`src/rtl/mult_arb_pkg.sv`:
```
// mult_arb_pkg: shared widths, ID-width helper and tag type for mult_arbiter.
`default_nettype none
package mult_arb_pkg;
  localparam int OP_W    = 16;
  localparam int PROD_W  = 32;
  localparam int MAX_REQ = 8;

  function automatic int id_width(input int n);
    return (n > 1) ? $clog2(n) : 1;
  endfunction

  // Sized for the largest supported requester count; narrower IDs are zero-extended.
  localparam int TAG_ID_W = id_width(MAX_REQ);

  typedef struct packed {
    logic                vld;
    logic [TAG_ID_W-1:0] id;
  } tag_t;
endpackage
`default_nettype wire

```
`src/rtl/mult_arbiter_rr_arbiter.sv`:
```
// rr_arbiter: round-robin grant with wrap-around pointer.
// Optional macro MULT_ARBITER_PRIO_EN gives requester 0 strict priority.
`default_nettype none
module rr_arbiter #(
  parameter int N_REQ = 4,
  parameter int ID_W  = 2
) (
  input  logic             clk,
  input  logic             rst_n,
  input  logic             en,
  input  logic [N_REQ-1:0] valid,
  output logic [N_REQ-1:0] grant,
  output logic [ID_W-1:0]  grant_id,
  output logic             grant_vld
);
  logic [ID_W-1:0] ptr;
  logic            prio_hit;
  int              idx;

  always_comb begin
    grant     = '0;
    grant_id  = '0;
    grant_vld = 1'b0;
    prio_hit  = 1'b0;
    idx       = 0;
    if (rst_n && en) begin
      // Walk downward so the nearest valid requester above the pointer wins last.
      for (int k = N_REQ - 1; k >= 0; k--) begin
        idx = int'(ptr) + k;
        if (idx >= N_REQ) idx = idx - N_REQ;
        if (valid[idx]) begin
          grant_vld = 1'b1;
          grant_id  = ID_W'(idx);
          grant     = N_REQ'(1) << idx;
        end
      end
`ifdef MULT_ARBITER_PRIO_EN
      if (valid[0]) begin
        grant_vld = 1'b1;
        grant_id  = '0;
        grant     = N_REQ'(1);
        prio_hit  = 1'b1;
      end
`endif
    end
  end

  always_ff @(posedge clk or negedge rst_n) begin
    if (!rst_n) begin
      ptr <= '0;
    end else if (grant_vld && !prio_hit) begin
      ptr <= (int'(grant_id) == N_REQ - 1) ? '0 : grant_id + ID_W'(1);
    end
  end
endmodule
`default_nettype wire

```
`src/rtl/mult_arbiter.sv`:
```
// mult_arbiter: shares one signed 16x16 multiplier between N_REQ requesters, tagging each product.
// Optional macro MULT_ARBITER_PRIO_EN: requester 0 gets strict priority.
`default_nettype none
module mult_arbiter
  import mult_arb_pkg::*;
#(
  parameter int N_REQ        = 4,
  parameter int MULT_LATENCY = 1,
  parameter int ID_W         = id_width(N_REQ)
) (
  input  logic                    clk,
  input  logic                    rst_n,
  input  logic                    en,
  input  logic [N_REQ-1:0]        req_valid,
  output logic [N_REQ-1:0]        req_ready,
  input  logic [N_REQ*OP_W-1:0]   req_a,
  input  logic [N_REQ*OP_W-1:0]   req_b,
  output logic [OP_W-1:0]         mul_a,
  output logic [OP_W-1:0]         mul_b,
  input  logic [PROD_W-1:0]       mul_p,
  output logic                    res_valid,
  output logic [ID_W-1:0]         res_id,
  output logic [PROD_W-1:0]       res_data,
  output logic                    busy
);
  logic [N_REQ-1:0] grant;
  logic [ID_W-1:0]  gid;
  logic             gvld;
  tag_t             tags [0:MULT_LATENCY];

  rr_arbiter #(
    .N_REQ (N_REQ),
    .ID_W  (ID_W)
  ) u_rr_arbiter (
    .clk       (clk),
    .rst_n     (rst_n),
    .en        (en),
    .valid     (req_valid),
    .grant     (grant),
    .grant_id  (gid),
    .grant_vld (gvld)
  );

  assign req_ready = grant;

  // Tag stage k lines up with the multiplier's internal stage k; the output stage
  // captures mul_p together with the last tag.
  always_ff @(posedge clk or negedge rst_n) begin
    if (!rst_n) begin
      mul_a     <= '0;
      mul_b     <= '0;
      for (int s = 0; s <= MULT_LATENCY; s++) tags[s] <= '0;
      res_valid <= 1'b0;
      res_id    <= '0;
      res_data  <= '0;
    end else begin
      if (gvld) begin
        mul_a <= req_a[int'(gid)*OP_W +: OP_W];
        mul_b <= req_b[int'(gid)*OP_W +: OP_W];
      end
      tags[0] <= '{vld: gvld, id: TAG_ID_W'(gid)};
      for (int s = 1; s <= MULT_LATENCY; s++) tags[s] <= tags[s-1];
      res_valid <= tags[MULT_LATENCY].vld;
      res_id    <= ID_W'(tags[MULT_LATENCY].id);
      res_data  <= mul_p;
    end
  end

  always_comb begin
    busy = res_valid;
    for (int s = 0; s <= MULT_LATENCY; s++) busy = busy | tags[s].vld;
  end
endmodule
`default_nettype wire

```
`config.mk`:
```
export PLATFORM = sky130hd
export DESIGN_NAME = mult_arbiter
export DESIGN_NICKNAME = d
export VERILOG_FILES = /design/src/rtl/mult_arb_pkg.sv /design/src/rtl/mult_arbiter_rr_arbiter.sv /design/src/rtl/mult_arbiter.sv
export SDC_FILE = /design/constraint.sdc
export NUM_CORES = 1
export LEC_CHECK = 0
export CORE_ASPECT_RATIO = 1.4
export CORE_MARGIN = 4
export CORE_UTILIZATION = 42
export DETAILED_ROUTE_END_ITERATION = 8
export PLACE_DENSITY = 0.86
export REMOVE_ABC_BUFFERS = 1
export SLEW_MARGIN = 20
export SYNTH_ARGS = -nofsm -noshare
export SYNTH_HDL_FRONTEND = slang
export SYNTH_SLANG_ARGS = --single-unit
```
`constraint.sdc`:
```
create_clock -name clk -period 8.6 [get_ports clk]
set_clock_uncertainty 0.2 [all_clocks]
set_input_delay 1.72 -clock clk [delete_from_list [all_inputs] [get_ports clk]]
set_output_delay 1.72 -clock clk [all_outputs]
set_load 0.01 [all_outputs]
```
==> results of run 1 <==
==> kinds of logic (layout without fill, tap and decap cells) <==
| logic type | count (synthesis) | after routing | share of synthesized area |
|---|---|---|---|
| AO/OA/AOI/OAI | 119 | 119 | 0.295 |
| XOR/XNOR | 1 | 1 | 0.00204 |
| adder cells (fa/ha/maj) | 8 | 8 | 0.0233 |
| buffers and inverters | 43 | 267 | 0.0640 |
| flip-flops | 75 | 75 | 0.436 |
| multiplexers | 38 | 38 | 0.100 |
| AND/OR/NAND/NOR | 84 | 84 | 0.0791 |
==> per-layer routing <==
metal / vias to the layer above / share of wire / routed length (um) / track usage
met5: - / 0 / 0 / 0
met4: 0 / 0.027 / 413 / 0.0876
met3: 29 / 0.084 / 1280 / 0.0534
met2: 235 / 0.52 / 8010 / 0.454
met1: 1994 / 0.36 / 5580 / 0.287
li1: 1839 / - / - / -
==> report_power, final <==
group          leakage [nW]  internal, mW  total, mW  switching (mW)
Combinational          1.64         0.529       1.18           0.649
Sequential            0.877         0.451      0.527          0.0759
Clock                 0.148         0.230      0.369           0.139
Total                  2.66          1.21       2.07           0.864
==> synth_stat cells (5+ instances only) <==
library cell,count
buf_6,10
nor2_1,39
a221oi_1,5
nand2_1,38
clkbuf_1,20
inv_1,6
ha_1,8
a211oi_2,63
mux2i_1,34
a211o_1,5
a2111oi_0,32
dfrtp_1,75
==> final cells by class <==
class	count	area, sq um
Inverter	6	22.5
Tap cell	135	169
Multi-Input combinational cell	250	2190
Clock buffer	10	239
Fill cell	723	2960
Clock inverter	5	53.8
Sequential cell	75	1880
Timing Repair Buffer	246	2440
==> worst max-delay path, cell delays in order <==
cell and delay, ns:
clkdlybuf4s50_1 0.55, mux4_2 0.61, nor2b_1 0.28, a221oi_1 0.13, a211o_1 0.24, a21oi_1 0.20, clkdlybuf4s50_1 0.60
==> placed cells by master (no fill, tap or decap), drive strengths merged, types with 2 or more instances in the layout <==
master and count:
clkinv 4, or3 2, a211o 5, buf 9, a221oi 5, mux2i 34
a21oi 4, dfrtp 75, ha 8, inv 6, mux4 4, clkdlybuf4s50 237
a211oi 67, nor2 39, clkbuf 10, nand2 38, nor2b 3, a2111oi 33
==> worst paths after layout <==
| check | start | end | slack, ns | cells after the start |
|---|---|---|---|---|
| max in group asynchronous | rst_n | res_data[24]$_DFF_PN0_ | 6.13 | 2 |
| min in group asynchronous | rst_n | mul_b[0]$_DFFE_PN0P_ | 1.48 | 2 |
| setup / recovery | req_valid[3] | req_ready[2] | 2.36 | 7 |
| hold reg to reg | tags[5]$_DFF_PN0_ | tags[1]$_DFF_PN0_ | 0.15 | 0 |
| hold / removal | tags[5]$_DFF_PN0_ | tags[1]$_DFF_PN0_ | 0.15 | 0 |
| setup reg to reg | u_rr_arbiter.ptr[0]$_DFFE_PN0P_ | mul_a[15]$_DFFE_PN0P_ | 4.24 | 8 |
==> stage by stage <==
| stage | total power [mW] | instance area [sq um] | utilization | instances |
|---|---|---|---|---|
| after detailed placement | 1.70 | 6700 | 0.673 | 712 |
| after global routing | 2.18 | 6990 | 0.702 | 727 |
| final | 2.07 | 6990 | 0.702 | 727 |
| after floorplan | 1.21 | 4050 | - | 331 |
| after CTS | 2.08 | 6990 | 0.702 | 727 |
| after global placement | 1.66 | 6700 | 0.673 | 712 |
==> flip-flops by register name (all words and copies together) (netlist names) <==
signal            flops
res_id                2
tags                  6
mul_a                16
u_rr_arbiter.ptr      2
res_data             32
res_valid             1
mul_b                16
==> results by group, run 1 <==
Placed design
  • DP HPWL: 11100 um
  • Port Buffers: 238
  • GP Congestion: 0.844
  • DP Worst Slack: 2.42 ns

STA
  • Rel. slew slack: 0.325
  • Crit path time final: 6.24 ns
  • Worst Slack Setup Final: 2.36 ns
  • RSZ-0062 raised after global routing: false
  • Final slew viol count: 0
  • Period utilisation layout: 0.726
  • Max Clk Rate: 0.160 GHz
  • Hold Violations, Final: 0
  • Worst-Margin Slew: 1.01 ns
  • Setup TNS: 0 ns
  • Hold WS: 0.147 ns
  • Final setup viols: 0

Finish
  • Fraction of layout cells with a size suffix above 1: 0.166
  • ANT cells: 0
  • Area Overhead vs Synth: 62.5%
  • Final nets: 763

Power and ir drop
  • Leakage: 2.66 nW
  • Peak VDD IR: 0.446 mV
  • Power density over cell area: 296 mW/mm^2

Logic synthesis
  • Number of enable flip-flop cells after synthesis: 0
  • Post-synthesis sequential area ratio: 0.436
  • Syn Std Cell Area: 0.00430 sq mm
  • Top FF cell, synth: dfrtp_1
  • Biggest area consumer among synthesized cells: dfrtp_1
  • FF+latch count, synth: 75
  • Syn Area/Cell: 11.7 sq um
  • Synth Instances: 368
  • Top post-synthesis cells by area: dfrtp_1 44%, a211oi_2 18%, mux2i_1 7.9%
  • Distinct cells, synth: 28
  • YS warnings: 0
  • Ys async rst share: 1.00
  • Yosys top cell area share: 0.436

Clock network
  • Maximum root-to-sink buffer count: 2
  • Root buf cell: clkbuf_16
  • CTS tree: yes
  • Postcts setup bufs: 0
  • Hold buffer count at cts: 0
  • Htree depth: 3
  • Clock insertion delay at the later pin of the skew report: 0.32 ns
  • CTS buffer count: 9
  • Clk sinks: 75
  • CTS-repair resized insts: 0
  • Clk pin slew, worst setup/hold paths: 0.05 ns

Detailed routing
  • Per-cell routed wire length: 21.0 um
  • Antenna violation net count after detailed routing: 0
  • Vias per cell: 5.64
  • Post-route DRC: 0
  • DRT Pass-1 Iters: 4
  • WL final: 15300 um
  • Iter 0 DRT Violations: 158
  • Vias: 4097

Die
  • Row cnt: 43
  • Die height: 128 um
  • Starting Density: 0.432
  • Io pins: 239
  • Die area: 0.0120 sq mm
  • CORE AREA: 0.00995 sq mm
  • Die Width: 93.5 um

Worst setup path
  • Startpoint Class: input pin
  • Critical path type: input pin to output port
  • Worst-path fanout max: 7
  • Critical Path RT: 6.68 ns
  • CP arrival: 4.32 ns
  • Setup crit end kind: output port

Global route
  • First-pass GRT wire length: 23200 um
  • Total congestion overflow: 0
  • Initial antenna violation count: 0
  • Number of global-route vias before repair: 4214
  • Largest net degree at the start of global routing: 76
  • Total GRT Usage: 0.250

Outcome
  • Status: finished, final reports clean

Run
  • Maxcap violations: 0

Hold path
  • Hold Path Class: flip-flop to flip-flop
No activity file was read; power rests on OpenSTA's default activity.
==> inputs of run 2 (changes only) <==
CORE_UTILIZATION = 35   (was 42)
PLACE_DENSITY = 0.77   (was 0.86)
clock period = 5.35 ns   (was 8.6 ns; I/O delays follow)
==> run 2 against run 1 <==
Net effect:
- global-route usage down 3.8 points
- sequential power rose by 61%
- sequential share of layout area shrank 0.14 points
- critical endpoint unchanged
- core utilization is 11 points lower
- highest routed layer unchanged
- combinational power increased by 60%
==> results by group, run 2 (synthesis gave the netlist of run 1 again) <==
Die
  • Row cnt: 47 (was 43)
  • Die height: 139 um (was 128 um)
  • Die Width: 102 um (was 93.5 um)
  • CORE AREA: 0.0119 sq mm (was 0.00995 sq mm)
  • Io pins: 239 (unchanged)
  • Starting Density: 0.360 (was 0.432)
  • Die area: 0.0142 sq mm (was 0.0120 sq mm)

Clock network
  • Postcts setup bufs: 0 (unchanged)
  • Hold buffer count at cts: 0 (unchanged)
  • Root buf cell: clkbuf_16 (unchanged)
  • Clock insertion delay at the later pin of the skew report: 0.33 ns (was 0.32 ns)
  • CTS-repair resized insts: 0 (unchanged)
  • Clk pin slew, worst setup/hold paths: 0.06 ns (was 0.05 ns)
  • CTS tree: yes (unchanged)
  • Htree depth: 3 (unchanged)
  • Maximum root-to-sink buffer count: 2 (unchanged)
  • Clk sinks: 75 (unchanged)
  • CTS buffer count: 9 (unchanged)

Placed design
  • DP HPWL: 11000 um (was 11100 um)
  • GP Congestion: 0.792 (was 0.844)
  • Port Buffers: 238 (unchanged)
  • Post-Place Cells: 724 (was 712)

Power and ir drop
  • Sequential Power Share: 0.252 (was 0.254)
  • Power density over cell area: 477 mW/mm^2 (was 296 mW/mm^2)
  • P_int: 1.95 mW (was 1.21 mW)
  • Combinational power share: 0.564 (was 0.568)
  • Leakage: 2.66 nW (about the same)
  • Clk pwr share: 0.184 (was 0.178)
  • Sw Ratio: 0.420 (was 0.417)
  • Total power: 3.36 mW (was 2.07 mW)
  • Sw power: 1.41 mW (was 864 uW)
  • Peak VDD IR: 0.584 mV (was 0.446 mV)

Worst setup path
  • Startpoint Class: input pin (unchanged)
  • Worst R2R Start: u_rr_arbiter.ptr[0]$_DFFE_PN0P_ (unchanged)
  • Setup crit end kind: output port (unchanged)
  • Critical Path RT: 4.08 ns (was 6.68 ns)
  • Slowest cell delay on critical path: 0.61 ns (about the same)
  • Crit path cell chain: clkdlybuf4s50_1 -> mux4_2 -> nor2b_1 -> a221oi_1 -> a211o_1 -> a21oi_1 -> clkdlybuf4s50_1 (unchanged)
  • Worst setup startpoint: req_valid[3] (unchanged)
  • Most frequent CP cell: clkdlybuf4s50_1 (unchanged)
  • Worst-path fanout max: 7 (unchanged)
  • CP arrival: 3.63 ns (was 4.32 ns)
  • Critical-path top delay cell: mux4_2 (unchanged)
  • Critical path type: input pin to output port (unchanged)

Finish
  • Final nets: 763 (unchanged)
  • Most frequent cells in the layout: 237 x clkdlybuf4s50_1, 75 x dfrtp_1, 62 x a211oi_2 (unchanged)
  • Fill count: 964 (was 723)
  • Most flops, register: res_data (unchanged)
  • ANT cells: 0 (unchanged)
  • Max FFs per register: 32 (unchanged)
  • Largest registers: res_data (32), mul_a (16), mul_b (16) (unchanged)
  • Most common cell after layout, fill and taps aside: clkdlybuf4s50_1 (unchanged)
  • Fin util: 0.589 (was 0.702)
  • Post-Layout Cell Count: 740 (was 727)
  • Area Overhead vs Synth: 63.3% (was 62.5%)
  • Fraction of layout cells with a size suffix above 1: 0.165 (was 0.166)

Detailed routing
  • Vias per cell: 5.44 (was 5.64)
  • Antenna violation net count after detailed routing: 0 (unchanged)
  • Post-route DRC: 0 (unchanged)
  • WL final: 15400 um (was 15300 um)
  • Iter 0 DRT Violations: 157 (was 158)
  • Vias: 4027 (was 4097)
  • DRT Pass-1 Iters: 4 (unchanged)
  • Per-cell routed wire length: 20.8 um (was 21.0 um)

STA
  • Hold Violations, Final: 0 (unchanged)
  • Final setup viols: 0 (unchanged)
  • Worst-Margin Slew: 1.12 ns (was 1.01 ns)
  • Rel. slew slack: 0.254 (was 0.325)
  • RSZ-0062 raised after global routing: false (unchanged)
  • Final slew viol count: 0 (unchanged)
  • Hold WS: 0.145 ns (was 0.147 ns)
  • Period utilisation layout: 0.917
  • Max Clk Rate: 0.204 GHz
  • Crit path time final: 4.90 ns

Global route
  • First-pass GRT wire length: 23600 um (was 23200 um)
  • Number of global-route vias before repair: 4317 (was 4214)
  • Largest net degree at the start of global routing: 66 (was 76)
  • Total congestion overflow: 0 (unchanged)
  • Initial antenna violation count: 0 (unchanged)
  • Total GRT Usage: 0.212 (was 0.250)

Outcome
  • Status: finished, final reports clean (unchanged)

Run
  • Maxcap violations: 0 (unchanged)

Hold path
  • Hold path start: tags[4]$_DFF_PN0_ (was tags[5]$_DFF_PN0_)
  • Hold Path Class: flip-flop to flip-flop (unchanged)
-- run 2: cell types whose count changed in the layout (fill, tap and decap cells not counted) --
cell	delta
clkinv_2	-3
inv_6	+2
buf_12	+1
buf_4	-1
clkbuf_1	+1
clkbuf_8	-1
clkinv_4	+1
clkinvlp_4	+1
-- run 2: cell type report --
type | instances | area, sq um | share of cell area
sequential | 75 | 1880 | 0.267
inverter | 6 | 22.5 | 0.00320
clock inverter | 6 | 72.6 | 0.0103
multi-input combinational | 250 | 2190 | 0.312
tap | 147 | 184 | 0.0262
timing repair buffer | 246 | 2450 | 0.349
clock buffer | 10 | 229 | 0.0326
-- run 2: final timing paths --
check | endpoint | slack, ns | depth (start not counted)
min in group asynchronous | res_data[1]$_DFF_PN0_ | 0.53 | 1
min reg2reg | tags[0]$_DFF_PN0_ | 0.15 | 0
min | tags[0]$_DFF_PN0_ | 0.15 | 0
max reg2reg | mul_a[15]$_DFFE_PN0P_ | 1.14 | 9
max | req_ready[2] | 0.45 | 7
max in group asynchronous | res_data[28]$_DFF_PN0_ | 3.53 | 2
-- run 2: worst max-delay path, delay by kind of cell --
kind	cells	cell delay, ns
simple gates	1	0.29
compound gates	3	0.54
buf+inv	2	1.12
mux	1	0.61
-- run 2: power groups by stage --
stage / combinational, mW / sequential, mW / clock, mW
floorplan: 1.05 / 0.899 / 0
detailed placement: 1.89 / 0.854 / 0
CTS: 1.90 / 0.849 / 0.630
finish: 1.89 / 0.847 / 0.617
global placement: 1.84 / 0.847 / 0
global route: 2.01 / 0.872 / 0.654
-- run 2: layer usage --
layer  GRT usage  wire [um]
met1       0.239       5630
met2       0.388       8290
met3      0.0468       1240
met4      0.0637        259
met5           0          0
-- run 2: metrics by stage --
| stage | instance area, sq um | TNS [ns] | setup slack [ns] |
|---|---|---|---|
| CTS | 7030 | 0 | 0.465 |
| floorplan | 4050 | -12.01 | -0.371 |
| global route | 7030 | 0 | 0.322 |
| global placement | 6710 | 0 | 0.607 |
| detailed placement | 6730 | 0 | 0.469 |
| finish | 7030 | 0 | 0.447 |
